File: src/rtl/l2_input_sched_pkg.sv
// Shared types for the L2 input scheduler: FSM state encoding, starvation
// counter width and the bit positions of the per-channel grant vector.
// No ports; imported by l2_input_sched and l2_sched_prio.
package l2_input_sched_pkg;

    localparam int STARVE_CNT_BITS = 8;

    typedef enum logic [1:0] {
        SCHED_IDLE       = 2'd0,
        SCHED_BUSY       = 2'd1,
        SCHED_FLUSH_STEP = 2'd2
    } sched_state_t;

    // Bit positions inside the 4-bit eligibility / grant vectors.
    localparam int N_CHAN    = 4;
    localparam int GNT_RSP   = 3;
    localparam int GNT_FWD   = 2;
    localparam int GNT_FLUSH = 1;
    localparam int GNT_CPU   = 0;

endpackage

File: src/rtl/l2_sched_prio.sv
// Purpose: combinational fixed-priority encoder rsp > fwd > flush > cpu, with a starved cpu promoted to just below rsp.
// Latency: purely combinational, zero cycles.
// Backpressure: none; the caller decides when the grant is used.
// Ports: elig_i  per-channel eligibility (bit positions from the package)
//        starve_i cpu starvation flag
//        grant_o  one-hot grant (all zero when nothing is eligible)
module l2_sched_prio
    import l2_input_sched_pkg::*;
(
    input  logic [N_CHAN-1:0] elig_i,
    input  logic              starve_i,
    output logic [N_CHAN-1:0] grant_o
);

    always_comb begin
        grant_o = '0;
        if (elig_i[GNT_RSP]) begin
            // Responses always win so the protocol can never deadlock.
            grant_o[GNT_RSP] = 1'b1;
        end else if (starve_i && elig_i[GNT_CPU]) begin
            grant_o[GNT_CPU] = 1'b1;
        end else if (elig_i[GNT_FWD]) begin
            grant_o[GNT_FWD] = 1'b1;
        end else if (elig_i[GNT_FLUSH]) begin
            grant_o[GNT_FLUSH] = 1'b1;
        end else if (elig_i[GNT_CPU]) begin
            grant_o[GNT_CPU] = 1'b1;
        end
    end

endmodule

File: src/rtl/l2_input_sched.sv
// Purpose: L2 input scheduler; issues one request at a time (rsp/fwd/flush/cpu) to the decode datapath and walks flushes line by line.
// Latency: *_ready in the grant cycle, matching do_* registered one cycle later; next grant only after proc_done.
// Backpressure: channels wait on valid until their one-cycle ready; blocking inputs only gate eligibility in IDLE/FLUSH_STEP.
// Ports: clk/rst (async active-low); *_valid/*_ready channel handshakes; fwd_stall, set_conflict, evict_stall,
//        ongoing_atomic blocking inputs; flush_line_last, proc_done from the datapath; do_* one-hot selects,
//        ongoing_flush walk flag and idle status to the core FSM.
module l2_input_sched
    import l2_input_sched_pkg::*;
#(
    parameter int unsigned STARVE_MAX = 15
) (
    input  logic clk,
    input  logic rst,

    input  logic l2_rsp_in_valid,
    input  logic l2_fwd_in_valid,
    input  logic l2_cpu_req_valid,
    input  logic l2_flush_valid,
    output logic l2_rsp_in_ready,
    output logic l2_fwd_in_ready,
    output logic l2_cpu_req_ready,
    output logic l2_flush_ready,

    input  logic fwd_stall,
    input  logic set_conflict,
    input  logic evict_stall,
    input  logic ongoing_atomic,
    input  logic flush_line_last,
    input  logic proc_done,

    output logic do_rsp,
    output logic do_fwd,
    output logic do_flush,
    output logic do_ongoing_flush,
    output logic do_cpu_req,
    output logic ongoing_flush,
    output logic idle
);

    localparam logic [STARVE_CNT_BITS-1:0] STARVE_MAX_C = STARVE_CNT_BITS'(STARVE_MAX);

    sched_state_t               state_q;
    logic                       armed_q;
    logic                       do_rsp_q;
    logic                       do_fwd_q;
    logic                       do_flush_q;
    logic                       do_oflush_q;
    logic                       do_cpu_q;
    logic                       ongoing_flush_q;
    logic [STARVE_CNT_BITS-1:0] starve_cnt_q;
    logic [STARVE_CNT_BITS-1:0] starve_cnt_d;

    logic [N_CHAN-1:0] elig;
    logic [N_CHAN-1:0] prio_gnt;
    logic [N_CHAN-1:0] gnt;

    always_comb begin
        elig            = '0;
        elig[GNT_RSP]   = l2_rsp_in_valid;
        elig[GNT_FWD]   = l2_fwd_in_valid & ~fwd_stall & ~ongoing_atomic;
        elig[GNT_FLUSH] = l2_flush_valid & ~ongoing_flush_q;
        elig[GNT_CPU]   = l2_cpu_req_valid & ~set_conflict & ~evict_stall
                        & ~ongoing_atomic & ~ongoing_flush_q;
    end

    l2_sched_prio u_prio (
        .elig_i   (elig),
        .starve_i (starve_cnt_q == STARVE_MAX_C),
        .grant_o  (prio_gnt)
    );

    // armed_q keeps every ready low while rst is asserted and for the first
    // cycle after release, without pulling the async reset into comb logic.
    always_comb begin
        gnt = '0;
        if (armed_q) begin
            case (state_q)
                SCHED_IDLE:       gnt = prio_gnt;
                // Mid-walk only responses may cut in; everything else waits.
                SCHED_FLUSH_STEP: gnt[GNT_RSP] = elig[GNT_RSP];
                default:          gnt = '0;
            endcase
        end
    end

    always_comb begin
        starve_cnt_d = starve_cnt_q;
        if (!l2_cpu_req_valid || gnt[GNT_CPU]) begin
            starve_cnt_d = '0;
        end else if (elig[GNT_CPU] && (|gnt) && (starve_cnt_q < STARVE_MAX_C)) begin
            starve_cnt_d = starve_cnt_q + 1'b1;
        end
    end

    always_ff @(posedge clk or negedge rst) begin
        if (!rst) begin
            state_q         <= SCHED_IDLE;
            armed_q         <= 1'b0;
            do_rsp_q        <= 1'b0;
            do_fwd_q        <= 1'b0;
            do_flush_q      <= 1'b0;
            do_oflush_q     <= 1'b0;
            do_cpu_q        <= 1'b0;
            ongoing_flush_q <= 1'b0;
            starve_cnt_q    <= '0;
        end else begin
            armed_q      <= 1'b1;
            starve_cnt_q <= starve_cnt_d;
            case (state_q)
                SCHED_IDLE: begin
                    if (|gnt) begin
                        do_rsp_q   <= gnt[GNT_RSP];
                        do_fwd_q   <= gnt[GNT_FWD];
                        do_flush_q <= gnt[GNT_FLUSH];
                        do_cpu_q   <= gnt[GNT_CPU];
                        if (gnt[GNT_FLUSH]) begin
                            ongoing_flush_q <= 1'b1;
                        end
                        state_q <= SCHED_BUSY;
                    end
                end
                SCHED_FLUSH_STEP: begin
                    if (gnt[GNT_RSP]) begin
                        do_rsp_q <= 1'b1;
                    end else begin
                        do_oflush_q <= 1'b1;
                    end
                    state_q <= SCHED_BUSY;
                end
                SCHED_BUSY: begin
                    if (proc_done) begin
                        do_rsp_q    <= 1'b0;
                        do_fwd_q    <= 1'b0;
                        do_flush_q  <= 1'b0;
                        do_oflush_q <= 1'b0;
                        do_cpu_q    <= 1'b0;
                        if (do_flush_q) begin
                            state_q <= SCHED_FLUSH_STEP;
                        end else if (do_oflush_q) begin
                            if (flush_line_last) begin
                                ongoing_flush_q <= 1'b0;
                                state_q         <= SCHED_IDLE;
                            end else begin
                                state_q <= SCHED_FLUSH_STEP;
                            end
                        end else if (ongoing_flush_q) begin
                            // A response served mid-walk resumes the walk.
                            state_q <= SCHED_FLUSH_STEP;
                        end else begin
                            state_q <= SCHED_IDLE;
                        end
                    end
                end
                default: state_q <= SCHED_IDLE;
            endcase
        end
    end

    assign l2_rsp_in_ready  = gnt[GNT_RSP];
    assign l2_fwd_in_ready  = gnt[GNT_FWD];
    assign l2_flush_ready   = gnt[GNT_FLUSH];
    assign l2_cpu_req_ready = gnt[GNT_CPU];

    assign do_rsp           = do_rsp_q;
    assign do_fwd           = do_fwd_q;
    assign do_flush         = do_flush_q;
    assign do_ongoing_flush = do_oflush_q;
    assign do_cpu_req       = do_cpu_q;
    assign ongoing_flush    = ongoing_flush_q;
    assign idle             = armed_q & (state_q == SCHED_IDLE) & ~ongoing_flush_q;

endmodule

File: config.mk
export PLATFORM = sky130hd
export DESIGN_NAME = l2_input_sched
export DESIGN_NICKNAME = d
export VERILOG_FILES = /design/src/rtl/l2_input_sched_pkg.sv /design/src/rtl/l2_sched_prio.sv /design/src/rtl/l2_input_sched.sv
export SDC_FILE = /design/constraint.sdc
export NUM_CORES = 1
export LEC_CHECK = 0
export CAP_MARGIN = 20
export CORE_ASPECT_RATIO = 1.1
export CORE_UTILIZATION = 45
export CTS_BUF_LIST = sky130_fd_sc_hd__clkbuf_4
export DETAILED_ROUTE_END_ITERATION = 6
export PLACE_DENSITY_LB_ADDON = 0.05
export SETUP_SLACK_MARGIN = 0.5
export SYNTH_ARGS = -nofsm -noshare
export SYNTH_HDL_FRONTEND = slang
export SYNTH_SLANG_ARGS = --single-unit
export TNS_END_PERCENT = 5
File: constraint.sdc
create_clock -name clk -period 3 [get_ports clk]
set_input_delay 0.45 -clock clk [delete_from_list [all_inputs] [get_ports clk]]
set_output_delay 0.45 -clock clk [all_outputs]
set_load 0.02 [all_outputs]
==> out/metrics.cfg <==
[run_status]
status=complete, no violations

[cts]
cts_root_buffer=clkbuf_4
cts_tree=yes
max-clock-path-buffers=2
h-tree-depth=1
clk_pin_slew_ns=0.10
clock_latency_ns=0.29
cts_buffers=3
clock_sinks=17
cts_hold_buffers=0

[synth]
synth_top_area_cell=dfrtp_1
synth.ff_latch_count=17
yosysMostFrequentCell=dfrtp_1
syn_avg_cell_area_sq_um=9.793
synth_top_cells_by_area=dfrtp_1 (42%), ha_1 (6.1%), nand2_1 (4.1%)
ys_warn_count=0
synth_flop_cell=dfrtp_1
synth.distinct_cells=34
synth-edff-count=0
synthesis.nets=121
yosysTopAreaCellShare=0.4177
syn_inst=104
synthTopCellsByCount=dfrtp_1 (17), nand2_1 (11), nor2_1 (10), inv_1 (9)
async_reset_ff_frac=1.000
ys_seq_area_frac=0.4177
syn-cell-area_sq_um=1018

[cells_and_area]
nets=153
area_growth_pct=30.47
antenna_cells=0
drive_gt1_frac=0.2148
fillers=184

[floorplan]
io_pins=23
die_area_sq_um=2458
core_area_sq_um=2063
die_x_um=47.36
row_count=17
die_y_um=51.90
initial_core_util=0.4936

[setup_path]
slowest_stage=or4b_4
critPathArrivalTime_ns=2.09
cp_cell_sequence=clkdlybuf4s50_1 -> or4b_4 -> nor4_4 -> buf_4 -> nor3_2 -> buf_2
r2r_setup_slack_ns=0.64
cp_max_fo=3
worst_setup_path_end_kind=output pin
reg2reg_depth=7
critPathMaxStageDelay_ns=0.56
required_ns=2.55
startpoint_type=input pin
r2r_end=do_rsp$_DFFE_PN0P_
worst-setup-path-type=input pin to output pin
regToRegStartpoint=ongoing_flush$_DFFE_PN0P_

[timing]
whs_ns=0.5286
skew_ns=0.001635
rsz0062_at_grt=true
tns_ns=0
slew_headroom=0.5008
period_share=0.8462
slew_viol_final=0
fin_ws_ns=0.4615
fin_crit_ns=2.539
timing.fmax_mhz=393.9
final-setup-viol-count=0
hold_violations=0
worst_slew_pin_slew_ns=0.7464

[route]
vias=850
dr.pass1.iters=2
post_drt_wl_per_cell_um=13.36
detail_route.vias_per_cell=5.215
drtIter0Drc=9
drcViolationCount=0
ant_nets=0
wl_mm=2.177

[global_route]
grt_pass1_wl_mm=3.491
antenna_found_initial=0
grt_max_degree=18
groute.usage.overall=0.2041
first_global_vias=834
grt-ovfl-total=0

[pwr]
p_leak_nw=0.6340
powerDensity_nw_per_um2=686.0
peakVddDrop_mv=0.5305
total_power_uw=911.5

[hold_path]
hold_path_class=register to register
whs_path_depth=1
hp-start=do_rsp$_DFFE_PN0P_
min_to=do_rsp$_DFFE_PN0P_

[flow_run]
max-cap-violations=0

[placed_design]
dpl_worst_slack_ns=0.1249
gp_congestion=0.7359
hpwl_mm=1.626
portBuffers=22

-- flip-flops by register name (all words and copies together), names as in the netlist --
register          cells
state_q               2
do_flush              1
ongoing_flush         1
starve_cnt_q          8
do_rsp                1
do_ongoing_flush      1
do_cpu_req            1
do_fwd                1
armed_q               1
-- logic make-up after synthesis --
| kind of cell | share of synthesized area |
|---|---|
| AO/OA/AOI/OAI | 0.1462 |
| XOR/XNOR | 0.02580 |
| adder cells (fa/ha/maj) | 0.06143 |
| buffers and inverters | 0.05773 |
| flip-flops | 0.4177 |
| multiplexers | 0.04054 |
| other | 0.003682 |
| AND/OR/NAND/NOR | 0.2469 |
-- worst max-delay path by stage --
stage,startpoint,end,slack [ns],cells past startpoint
3_5_place_dp,set_conflict,l2_flush_ready,0.12,5
5_1_grt,evict_stall,l2_cpu_req_ready,0.39,6
2_1_floorplan,ongoing_flush$_DFFE_PN0P_,state_q[0]$_DFFE_PN0P_,0.93,5
4_1_cts,state_q[1]$_DFFE_PN0P_,l2_rsp_in_ready,0.46,5
3_3_place_gp,set_conflict,l2_flush_ready,0.13,5
6_report,evict_stall,l2_fwd_in_ready,0.46,6
-- per-layer routing --
metal,track usage,vias to the layer above,wire length (um)
met5,0,-,0
met4,0.1000,0,27
met3,0.02083,4,64
met2,0.3379,15,1036
met1,0.2549,405,1048
li1,-,426,-
-- power breakdown --
group / switching, mW / leakage [nW] / total [mW] / internal, mW
Combinational: 0.232 / 0.389 / 0.455 / 0.223
Clock: 0.0734 / 0.0184 / 0.134 / 0.0608
Sequential: 0.0509 / 0.226 / 0.322 / 0.271
-- through the flow --
step	instance area, sq um	utilization	cells
4_1_cts	1319	0.6392	162
3_3_place_gp	1279	0.6198	156
6_report	1329	0.6440	163
3_5_place_dp	1279	0.6198	156
5_1_grt	1329	0.6440	163
2_1_floorplan	1018	-	104
-- repair_timing --
action,in CTS,in global routing
endpoints found under the setup margin,4,5
hold endpoints to repair,0,0
buffers inserted,2,1
resized for setup,13,1
pin swaps,3,1
-- worst max-delay path: cells and delay by family --
kind / cells / cell delay, ns
AND/OR/NAND/NOR: 3 / 0.91
buffers and inverters: 3 / 0.73
-- cell usage in the layout (no fill, tap or decap), types with 2 or more instances in the layout --
cell	count
a21oi_1	4
and3_2	4
buf_2	2
buf_4	7
clkbuf_4	4
clkdlybuf4s50_1	18
dfrtp_1	17
ha_1	5
inv_1	9
mux2_4	2
nand2_1	11
nand3_1	5
nand3b_1	2
nor2_1	10
nor3_1	3
o211ai_1	3
o21ai_0	3
o22ai_1	2
o2bb2ai_1	2
xor2_1	3
-- final cells by class --
cell class / instances / area [sq um] / area share
well taps: 28 / 35.03 / 0.02637
repair buffers: 29 / 265.3 / 0.1996
clock buffers: 4 / 30.03 / 0.02260
flip-flops and latches: 17 / 425.4 / 0.3202
inverters: 9 / 33.78 / 0.02542
multi-input cells: 76 / 539.3 / 0.4058
(Power assumes the default switching activity.)
